$ cat src/rtl/uart_pkg.sv
// rtl/uart_pkg.sv - shared state encoding and line constants for the uart transmitter
package uart_pkg;

    typedef enum logic [2:0] {
        TX_IDLE,
        TX_START,
        TX_DATA,
        TX_PARITY,
        TX_STOP
    } uart_tx_state_e;

    localparam logic UART_IDLE_LEVEL = 1'b1;

endpackage

$ cat src/rtl/uart_baud_gen.sv
// rtl/uart_baud_gen.sv - latched baud divisor and bit-period tick counter
module uart_baud_gen #(
    parameter int DIV_WIDTH = 16
) (
    input  logic                 clk_i,
    input  logic                 rst_i,
    input  logic                 start_i,
    input  logic [DIV_WIDTH-1:0] div_i,
    output logic                 tick_o
);

    logic [DIV_WIDTH-1:0] div_q;
    logic [DIV_WIDTH-1:0] cnt_q;

    assign tick_o = (cnt_q == (div_q - DIV_WIDTH'(1)));

    // The divisor is captured only at frame start so mid-frame changes are ignored.
    always_ff @(posedge clk_i) begin
        if (rst_i) begin
            div_q <= DIV_WIDTH'(1);
            cnt_q <= '0;
        end else if (start_i) begin
            div_q <= (div_i == '0) ? DIV_WIDTH'(1) : div_i;
            cnt_q <= '0;
        end else if (tick_o) begin
            cnt_q <= '0;
        end else begin
            cnt_q <= cnt_q + DIV_WIDTH'(1);
        end
    end

endmodule

$ cat src/rtl/uart_tx.sv
// rtl/uart_tx.sv - fifo-draining uart transmitter; UART_TX_PARITY_EN adds a parity bit
module uart_tx
    import uart_pkg::*;
#(
    parameter int DATA_WIDTH = 8,
    parameter int DIV_WIDTH  = 16,
    parameter int STOP_BITS  = 1,
    parameter int PARITY_ODD = 0
) (
    input  logic                  clk_i,
    input  logic                  rst_i,
    input  logic                  en_i,
    input  logic [DIV_WIDTH-1:0]  div_i,
    input  logic                  fifo_empty_i,
    input  logic [DATA_WIDTH-1:0] fifo_data_i,
    output logic                  fifo_rd_o,
    output logic                  tx_o,
    output logic                  busy_o
);

    localparam int BIT_W = (DATA_WIDTH > 2) ? $clog2(DATA_WIDTH) : 2;

    uart_tx_state_e        state_q, state_d;
    logic [BIT_W-1:0]      bit_q, bit_d;
    logic [DATA_WIDTH-1:0] sh_q, sh_d;
    logic                  par_q;
    logic                  tx_q, tx_d;
    logic                  busy_q;
    logic                  rd;
    logic                  pop_ok;
    logic                  tick;

    assign pop_ok    = en_i & ~fifo_empty_i & ~rst_i;
    assign fifo_rd_o = rd;
    assign tx_o      = tx_q;
    assign busy_o    = busy_q;

    uart_baud_gen #(
        .DIV_WIDTH(DIV_WIDTH)
    ) u_baud (
        .clk_i  (clk_i),
        .rst_i  (rst_i),
        .start_i(rd),
        .div_i  (div_i),
        .tick_o (tick)
    );

    always_comb begin
        state_d = state_q;
        bit_d   = bit_q;
        sh_d    = sh_q;
        rd      = 1'b0;
        case (state_q)
            TX_IDLE: begin
                if (pop_ok) begin
                    rd      = 1'b1;
                    state_d = TX_START;
                    sh_d    = fifo_data_i;
                    bit_d   = '0;
                end
            end
            TX_START: begin
                if (tick) begin
                    state_d = TX_DATA;
                    bit_d   = '0;
                end
            end
            TX_DATA: begin
                if (tick) begin
                    sh_d = sh_q >> 1;
                    if (bit_q == BIT_W'(DATA_WIDTH - 1)) begin
                        bit_d = '0;
`ifdef UART_TX_PARITY_EN
                        state_d = TX_PARITY;
`else
                        state_d = TX_STOP;
`endif
                    end else begin
                        bit_d = bit_q + BIT_W'(1);
                    end
                end
            end
            TX_PARITY: begin
                if (tick) begin
                    state_d = TX_STOP;
                    bit_d   = '0;
                end
            end
            TX_STOP: begin
                if (tick) begin
                    if (bit_q == BIT_W'(STOP_BITS - 1)) begin
                        bit_d = '0;
                        // Chain straight into the next frame without an idle cycle.
                        if (pop_ok) begin
                            rd      = 1'b1;
                            state_d = TX_START;
                            sh_d    = fifo_data_i;
                        end else begin
                            state_d = TX_IDLE;
                        end
                    end else begin
                        bit_d = bit_q + BIT_W'(1);
                    end
                end
            end
            default: state_d = TX_IDLE;
        endcase

        // The line level is registered from the next state so tx_o lines up with state_q.
        case (state_d)
            TX_START:  tx_d = 1'b0;
            TX_DATA:   tx_d = sh_d[0];
            TX_PARITY: tx_d = par_q;
            default:   tx_d = UART_IDLE_LEVEL;
        endcase
    end

    always_ff @(posedge clk_i) begin
        if (rst_i) begin
            state_q <= TX_IDLE;
            bit_q   <= '0;
            sh_q    <= '0;
            par_q   <= 1'b0;
            tx_q    <= UART_IDLE_LEVEL;
            busy_q  <= 1'b0;
        end else begin
            state_q <= state_d;
            bit_q   <= bit_d;
            sh_q    <= sh_d;
            tx_q    <= tx_d;
            busy_q  <= (state_d != TX_IDLE);
            if (rd) begin
                par_q <= (^fifo_data_i) ^ 1'(PARITY_ODD);
            end
        end
    end

endmodule

$ cat config.mk
export PLATFORM = sky130hd
export DESIGN_NAME = uart_tx
export DESIGN_NICKNAME = d
export VERILOG_FILES = /design/src/rtl/uart_pkg.sv /design/src/rtl/uart_baud_gen.sv /design/src/rtl/uart_tx.sv
export SDC_FILE = /design/constraint.sdc
export NUM_CORES = 1
export LEC_CHECK = 0
export CORE_MARGIN = 2
export CORE_UTILIZATION = 35
export CTS_CLUSTER_DIAMETER = 100
export DETAILED_ROUTE_END_ITERATION = 16
export DONT_BUFFER_PORTS = 1
export SKIP_LAST_GASP = 1
export SLEW_MARGIN = 20
export SYNTH_ARGS = -nofsm -noshare
export SYNTH_HDL_FRONTEND = slang
export SYNTH_SLANG_ARGS = --single-unit
$ cat constraint.sdc
create_clock -name clk_i -period 4.84 [get_ports clk_i]
set_input_delay 0.726 -clock clk_i [delete_from_list [all_inputs] [get_ports clk_i]]
set_output_delay 0.726 -clock clk_i [all_outputs]
set_load 0.02 [all_outputs]
==> flow_summary.yaml, run 1 <==
worst_setup_path:
  cp.arrival_ns: 3.65
  path_max_fanout: 21
  startpoint: "u_baud.div_q[0]"
  worstSetupPathType: "reg2out"
  worstPathRequired_ns: 4.11
  worstSetupEndpointType: "primary output"
  startpoint_type: "flop"
  reg2reg_from: "u_baud.div_q[0]"
yosys:
  synth_seq_cells: 49
  synth_top_area_frac: 0.342
  avgSynthCellArea_um2: 8.25
  synthTopCellsByArea: "dfxtp_1, xnor2_1, nand2_1"
  async_reset_ff_frac: 0
  synthesis.nets: 381
  synthDistinctLibCells: 62
  ys_warn_count: 0
  seq_area_frac_synth: 0.342
  synth_ff_type: "dfxtp_1"
  syn_area_um2: 2870
  netlist_instances: 348
  synth-edff-count: 0
  yosysTopAreaCell: "dfxtp_1"
pwr:
  p_leak_uw: 0.00108
  power_density_nw_per_um2: 282
  vdd_drop_max_v: 0.000122
routing:
  postRouteAntennaNets: 0
  vias: 2417
  dr.first_iter.drc_count: 120
  route.detailed.drc: 0
  wire_per_inst_um: 15.0
  viasPerCell: 5.42
  drt_first_pass_iters: 4
  routed_wl_mm: 6.71
placed_design:
  hpwl_mm: 5.05
  port_buffers: 0
  place.gp.congestion: 0.888
cts:
  htreeDepth: 2
  cts_buffers: 5
  clockBufferDepth: 2
  insertion_delay_ns: 0.31
  clk_pin_slew_ns: 0.09
  ctsResizeCount: 0
  clock-sinks: 49
  clockRootBuffer: "clkbuf_8"
  post_cts_buffers: 0
  cts_hold_buf: 0
  cts_tree: "done"
die:
  die_h_um: 94.6
  dieArea_um2: 8940
  row_count: 33
  die_w_um: 94.6
  core_area_um2: 8090
  initial_core_util: 0.355
  io_pins: 31
sta:
  timing.fmax_ghz: 0.229
  relSlewSlack: 0.370
  hold_violations: 0
  setup_viol: 0
  layout_min_cycle_time_ns: 4.37
  finalSetupTns_ns: 0
  rsz0062_at_grt: "no"
  worst_pin_slew_ns: 0.936
  slew_violations: 0
  hold_ws_ns: 0.461
  fin_skew_ns: 0.00694
  post-route-period-util: 0.904
status:
  outcome: "complete, no violations"
global_routing:
  grt_pass1_wl_mm: 11.3
  grt_remaining_overflow: 0
  grt_pass1_vias: 2389
  grt_max_degree: 32
  track_usage: 0.162
  grt_antenna_before_repair: 0
worst_hold_path:
  hold_start: "sh_q[2]"
  hp-class: "reg2reg"
finish:
  diodes: 0
  layout.nets: 373
  num-fill-cells: 878
  drive_above_1_share: 0.0733
  area_growth_pct: 5.71
flow_run:
  max-cap-violations: 0
routing by layer:
metal / global-route usage / wire length [µm] / vias up / share of wire
li1: - / - / 1227 / -
met1: 0.214 / 3160 / 1132 / 0.47
met2: 0.265 / 3090 / 51 / 0.46
met3: 0.0375 / 378 / 7 / 0.056
met4: 0.0495 / 76 / 0 / 0.011
met5: 0 / 0 / - / 0
stage by stage:
| stage | total power [µW] | cells | setup WS (ns) | area [µm²] | utilization |
|---|---|---|---|---|---|
| 2_1_floorplan | 570 | 348 | 1.18 | 2870 | - |
| 3_3_place_gp | 593 | 438 | 0.938 | 2930 | 0.362 |
| 3_5_place_dp | 594 | 438 | 0.816 | 2930 | 0.362 |
| 4_1_cts | 861 | 446 | 0.468 | 3030 | 0.375 |
| 5_1_grt | 902 | 446 | 0.170 | 3030 | 0.375 |
| 6_report | 856 | 446 | 0.466 | 3030 | 0.375 |
area by class of cell:
| class | instances | area [µm²] | area share |
|---|---|---|---|
| tap | 105 | 131 | 0.0433 |
| clock buffer | 7 | 96.3 | 0.0318 |
| multi-input combinational | 271 | 1770 | 0.583 |
| inverter | 12 | 45.0 | 0.0148 |
| clock inverter | 1 | 5.00 | 0.00165 |
| sequential | 49 | 981 | 0.323 |
| timing repair buffer | 1 | 7.51 | 0.00247 |
cell usage after synthesis, drive strengths merged, types with 3 or more instances:
master and instances:
o211ai 4, nor3b 5, a21oi 25, xor2 16, and3 6, clkbuf 10, a22o 5, nor2 24
nand2 45, dfxtp 49, ha 5, nand3 17, nor2b 5, nor3 6, xnor2 24, inv 12
or3 6, or2 4, or4 5, o21a 3, nand4 6, a211oi 5, o21ai 10, nor4 7
buf 6, a21o 5
logic make-up after synthesis:
group	synth area share
XOR/XNOR	0.122
AO/OA/AOI/OAI	0.204
AND/OR/NAND/NOR	0.269
adder cells (fa/ha/maj)	0.0218
buffers and inverters	0.0423
flip-flops	0.342
path summary, 6_finish.rpt:
check	cells past startpoint	slack [ns]	end
min	1	0.46	sh_q[2]
max reg2reg	12	0.86	par_q
min reg2reg	1	0.46	sh_q[2]
max	9	0.47	fifo_rd_o
cells in the final DEF, fill, tap and decap left out, types with 6 or more instances in the layout:
cell type	n
xor2_1	16
and3_1	6
nand3_1	17
nor3_1	6
o21ai_0	9
a21oi_1	25
or3_1	6
nor4_1	6
inv_1	11
xnor2_1	24
dfxtp_1	49
clkbuf_8	7
nand2_1	45
nor2_1	24
report_power, final:
group          leakage (µW)  switching (µW)  internal, µW
registers          0.000398            21.0           419
logic              0.000631            84.1          60.8
clock network     0.0000542             142           129
critical path: stages, from the launching register on:
cell	delay [ns]
dfxtp_1	0.38
inv_1	0.08
ha_1	0.26
or3b_2	0.53
xnor2_1	0.15
or4_4	0.43
a221oi_4	0.43
a41oi_2	0.25
or2_1	0.57
inv_2	0.24
registers in the layout, summed over array words and instances, names as in the netlist:
register	count
bit_q	3
busy_o	1
par_q	1
sh_q	8
state_q	3
tx_o	1
u_baud.cnt_q	16
u_baud.div_q	16
Note: power is estimated with default switching activity, not from simulation.
==> inputs of run 2 (changes only) <==
--- a/config.mk
+++ b/config.mk
@@ -7,7 +7,6 @@
 export LEC_CHECK = 0
 export CORE_MARGIN = 2
 export CORE_UTILIZATION = 35
-export CTS_CLUSTER_DIAMETER = 100
 export DETAILED_ROUTE_END_ITERATION = 16
 export DONT_BUFFER_PORTS = 1
 export SKIP_LAST_GASP = 1
==> results of run 2 <==
Final layout, timing and power as in run 1 (identical DEF).
==> inputs of run 3 (changes only) <==
--- a/config.mk
+++ b/config.mk
@@ -9,7 +9,6 @@
 export CORE_UTILIZATION = 35
 export DETAILED_ROUTE_END_ITERATION = 16
 export DONT_BUFFER_PORTS = 1
-export SKIP_LAST_GASP = 1
 export SLEW_MARGIN = 20
 export SYNTH_ARGS = -nofsm -noshare
 export SYNTH_HDL_FRONTEND = slang
==> constraint.sdc (replaced) <==
create_clock -name clk_i -period 4.3 [get_ports clk_i]
set_input_delay 0.645 -clock clk_i [delete_from_list [all_inputs] [get_ports clk_i]]
set_output_delay 0.645 -clock clk_i [all_outputs]
set_load 0.02 [all_outputs]
==> flow_summary.yaml, run 3 (same netlist as run 1, synthesis figures left out) <==
sta:
  hold_violations: 0
  timing.fmax_ghz: 0.244
  layout_min_cycle_time_ns: 4.10
  rsz0062_at_grt: "no"
  relSlewSlack: 0.558
  slew_violations: 0
  post-route-period-util: 0.953
  finalSetupTns_ns: 0
  setup_slack_ns: 0.202
  fin_skew_ns: 0.00677
  setup_viol: 0
  worst_pin_slew_ns: 0.657
placed_design:
  port_buffers: 0
  place.gp.congestion: 0.897
  preCtsSetupSlack_ns: 0.518
  hpwl_mm: 5.09
die:
  initial_core_util: 0.355
  die_h_um: 94.6
  die_w_um: 94.6
  io_pins: 31
  core_area_um2: 8090
  dieArea_um2: 8940
  row_count: 33
cts:
  cts_buffers: 5
  cts_hold_buf: 0
  clockRootBuffer: "clkbuf_8"
  clockBufferDepth: 2
  clock-sinks: 49
  clk_pin_slew_ns: 0.09
  htreeDepth: 2
  insertion_delay_ns: 0.31
  cts_tree: "done"
finish:
  drive_above_1_share: 0.0843
  mostFrequentLayoutCells: "dfxtp_1, nand2_1, a21oi_1, nor2_1, xnor2_1"
  final_common_cell: "dfxtp_1"
  diodes: 0
  area_growth_pct: 6.50
  reg.largest.list: "u_baud.cnt_q: 16 flops, u_baud.div_q: 16 flops, sh_q: 8 flops"
  layout.nets: 376
worst_setup_path:
  path_max_fanout: 13
  cpPeakStageDelay_ns: 0.54
  worstSetupPathType: "reg2out"
  crit_path_cell_trace: "inv_1, ha_1, or3b_2, xnor2_1, or4_4, a221oi_4, a41oi_2, or2_2, inv_2"
  worstSetupEndpointType: "primary output"
  path_buf_inv: 2
  worstPathRequired_ns: 3.65
  crit_slowest_cell: "or3b_2"
  crit_family: "simple AND/OR/NAND/NOR gates"
  cp.arrival_ns: 3.45
  startpoint_type: "flop"
global_routing:
  grt_remaining_overflow: 0
  track_usage: 0.159
  grt_pass1_vias: 2304
  grt_max_degree: 32
  grt_pass1_wl_mm: 11.2
  grt_antenna_before_repair: 0
routing:
  wire_per_inst_um: 15.2
  viasPerCell: 5.51
  dr.first_iter.drc_count: 206
  routed_wl_mm: 6.81
  postRouteAntennaNets: 0
  vias: 2473
  route.detailed.drc: 0
  drt_first_pass_iters: 4
pwr:
  p_leak_uw: 0.00110
  power_density_nw_per_um2: 316
  vdd_drop_max_v: 0.000208
flow_run:
  max-cap-violations: 0
worst_hold_path:
  hp-class: "in2reg"
status:
  outcome: "complete, no violations"
==> run 3: cell types whose count changed in the layout (fill, tap and decap cells not counted) <==
cell / change
buf_4: +3
or2_1: -1
or2_2: +1
==> run 3: cell type report <==
type / instances / area (µm²)
Clock buffer: 7 / 96.3
Clock inverter: 1 / 5.00
Fill cell: 855 / 5040
Inverter: 12 / 45.0
Multi-Input combinational cell: 271 / 1770
Sequential cell: 49 / 981
Tap cell: 105 / 131
Timing Repair Buffer: 4 / 30.0
==> run 3: stage by stage <==
stage	util	cell area, µm²	hold WS (ns)	total power, µW	instances
2_1_floorplan	-	2870	0.426	641	348
3_3_place_gp	0.365	2960	0.434	669	441
3_5_place_dp	0.365	2960	0.441	671	441
4_1_cts	0.378	3060	0.386	976	449
5_1_grt	0.378	3060	0.382	1010	449
6_report	0.378	3060	0.398	964	449
==> run 3: routing by layer <==
| layer | wire (µm) | vias to the layer above | track usage |
|---|---|---|---|
| met5 | 0 | - | 0 |
| met2 | 3070 | 62 | 0.251 |
| met1 | 3240 | 1164 | 0.214 |
| met3 | 392 | 10 | 0.0383 |
| met4 | 108 | 0 | 0.0531 |
| li1 | - | 1237 | - |
==> run 3: what timing repair did <==
item	CTS	global route
endpoints found under the hold margin	0	0
endpoints found under the setup margin	0	1
buffers inserted	0	0
resized for setup	0	1
==> run 3: power breakdown <==
| part | internal (µW) | switching, µW | leakage (µW) |
|---|---|---|---|
| Sequential | 472 | 24.7 | 0.000398 |
| Combinational | 69.5 | 96.6 | 0.000647 |
| Clock | 146 | 156 | 0.0000542 |
==> run 3: path summary, 6_finish.rpt <==
kind,from,endpoint,slack [ns],cells past startpoint
worst max-delay path,u_baud.div_q[0],fifo_rd_o,0.20,9
worst min-delay path,rst_i,par_q,0.40,1
worst max register to register,u_baud.div_q[0],par_q,0.52,12
worst min register to register,sh_q[2],sh_q[2],0.46,1
==> run 3: worst reg2reg max path, delay by kind of cell, from the launching register on <==
family	cells	cell delay (ns)
simple gates	4	1.52
xor+xnor	1	0.15
fa+ha+maj	1	0.25
compound gates	3	0.87
buf+inv	3	0.53
flops	1	0.38
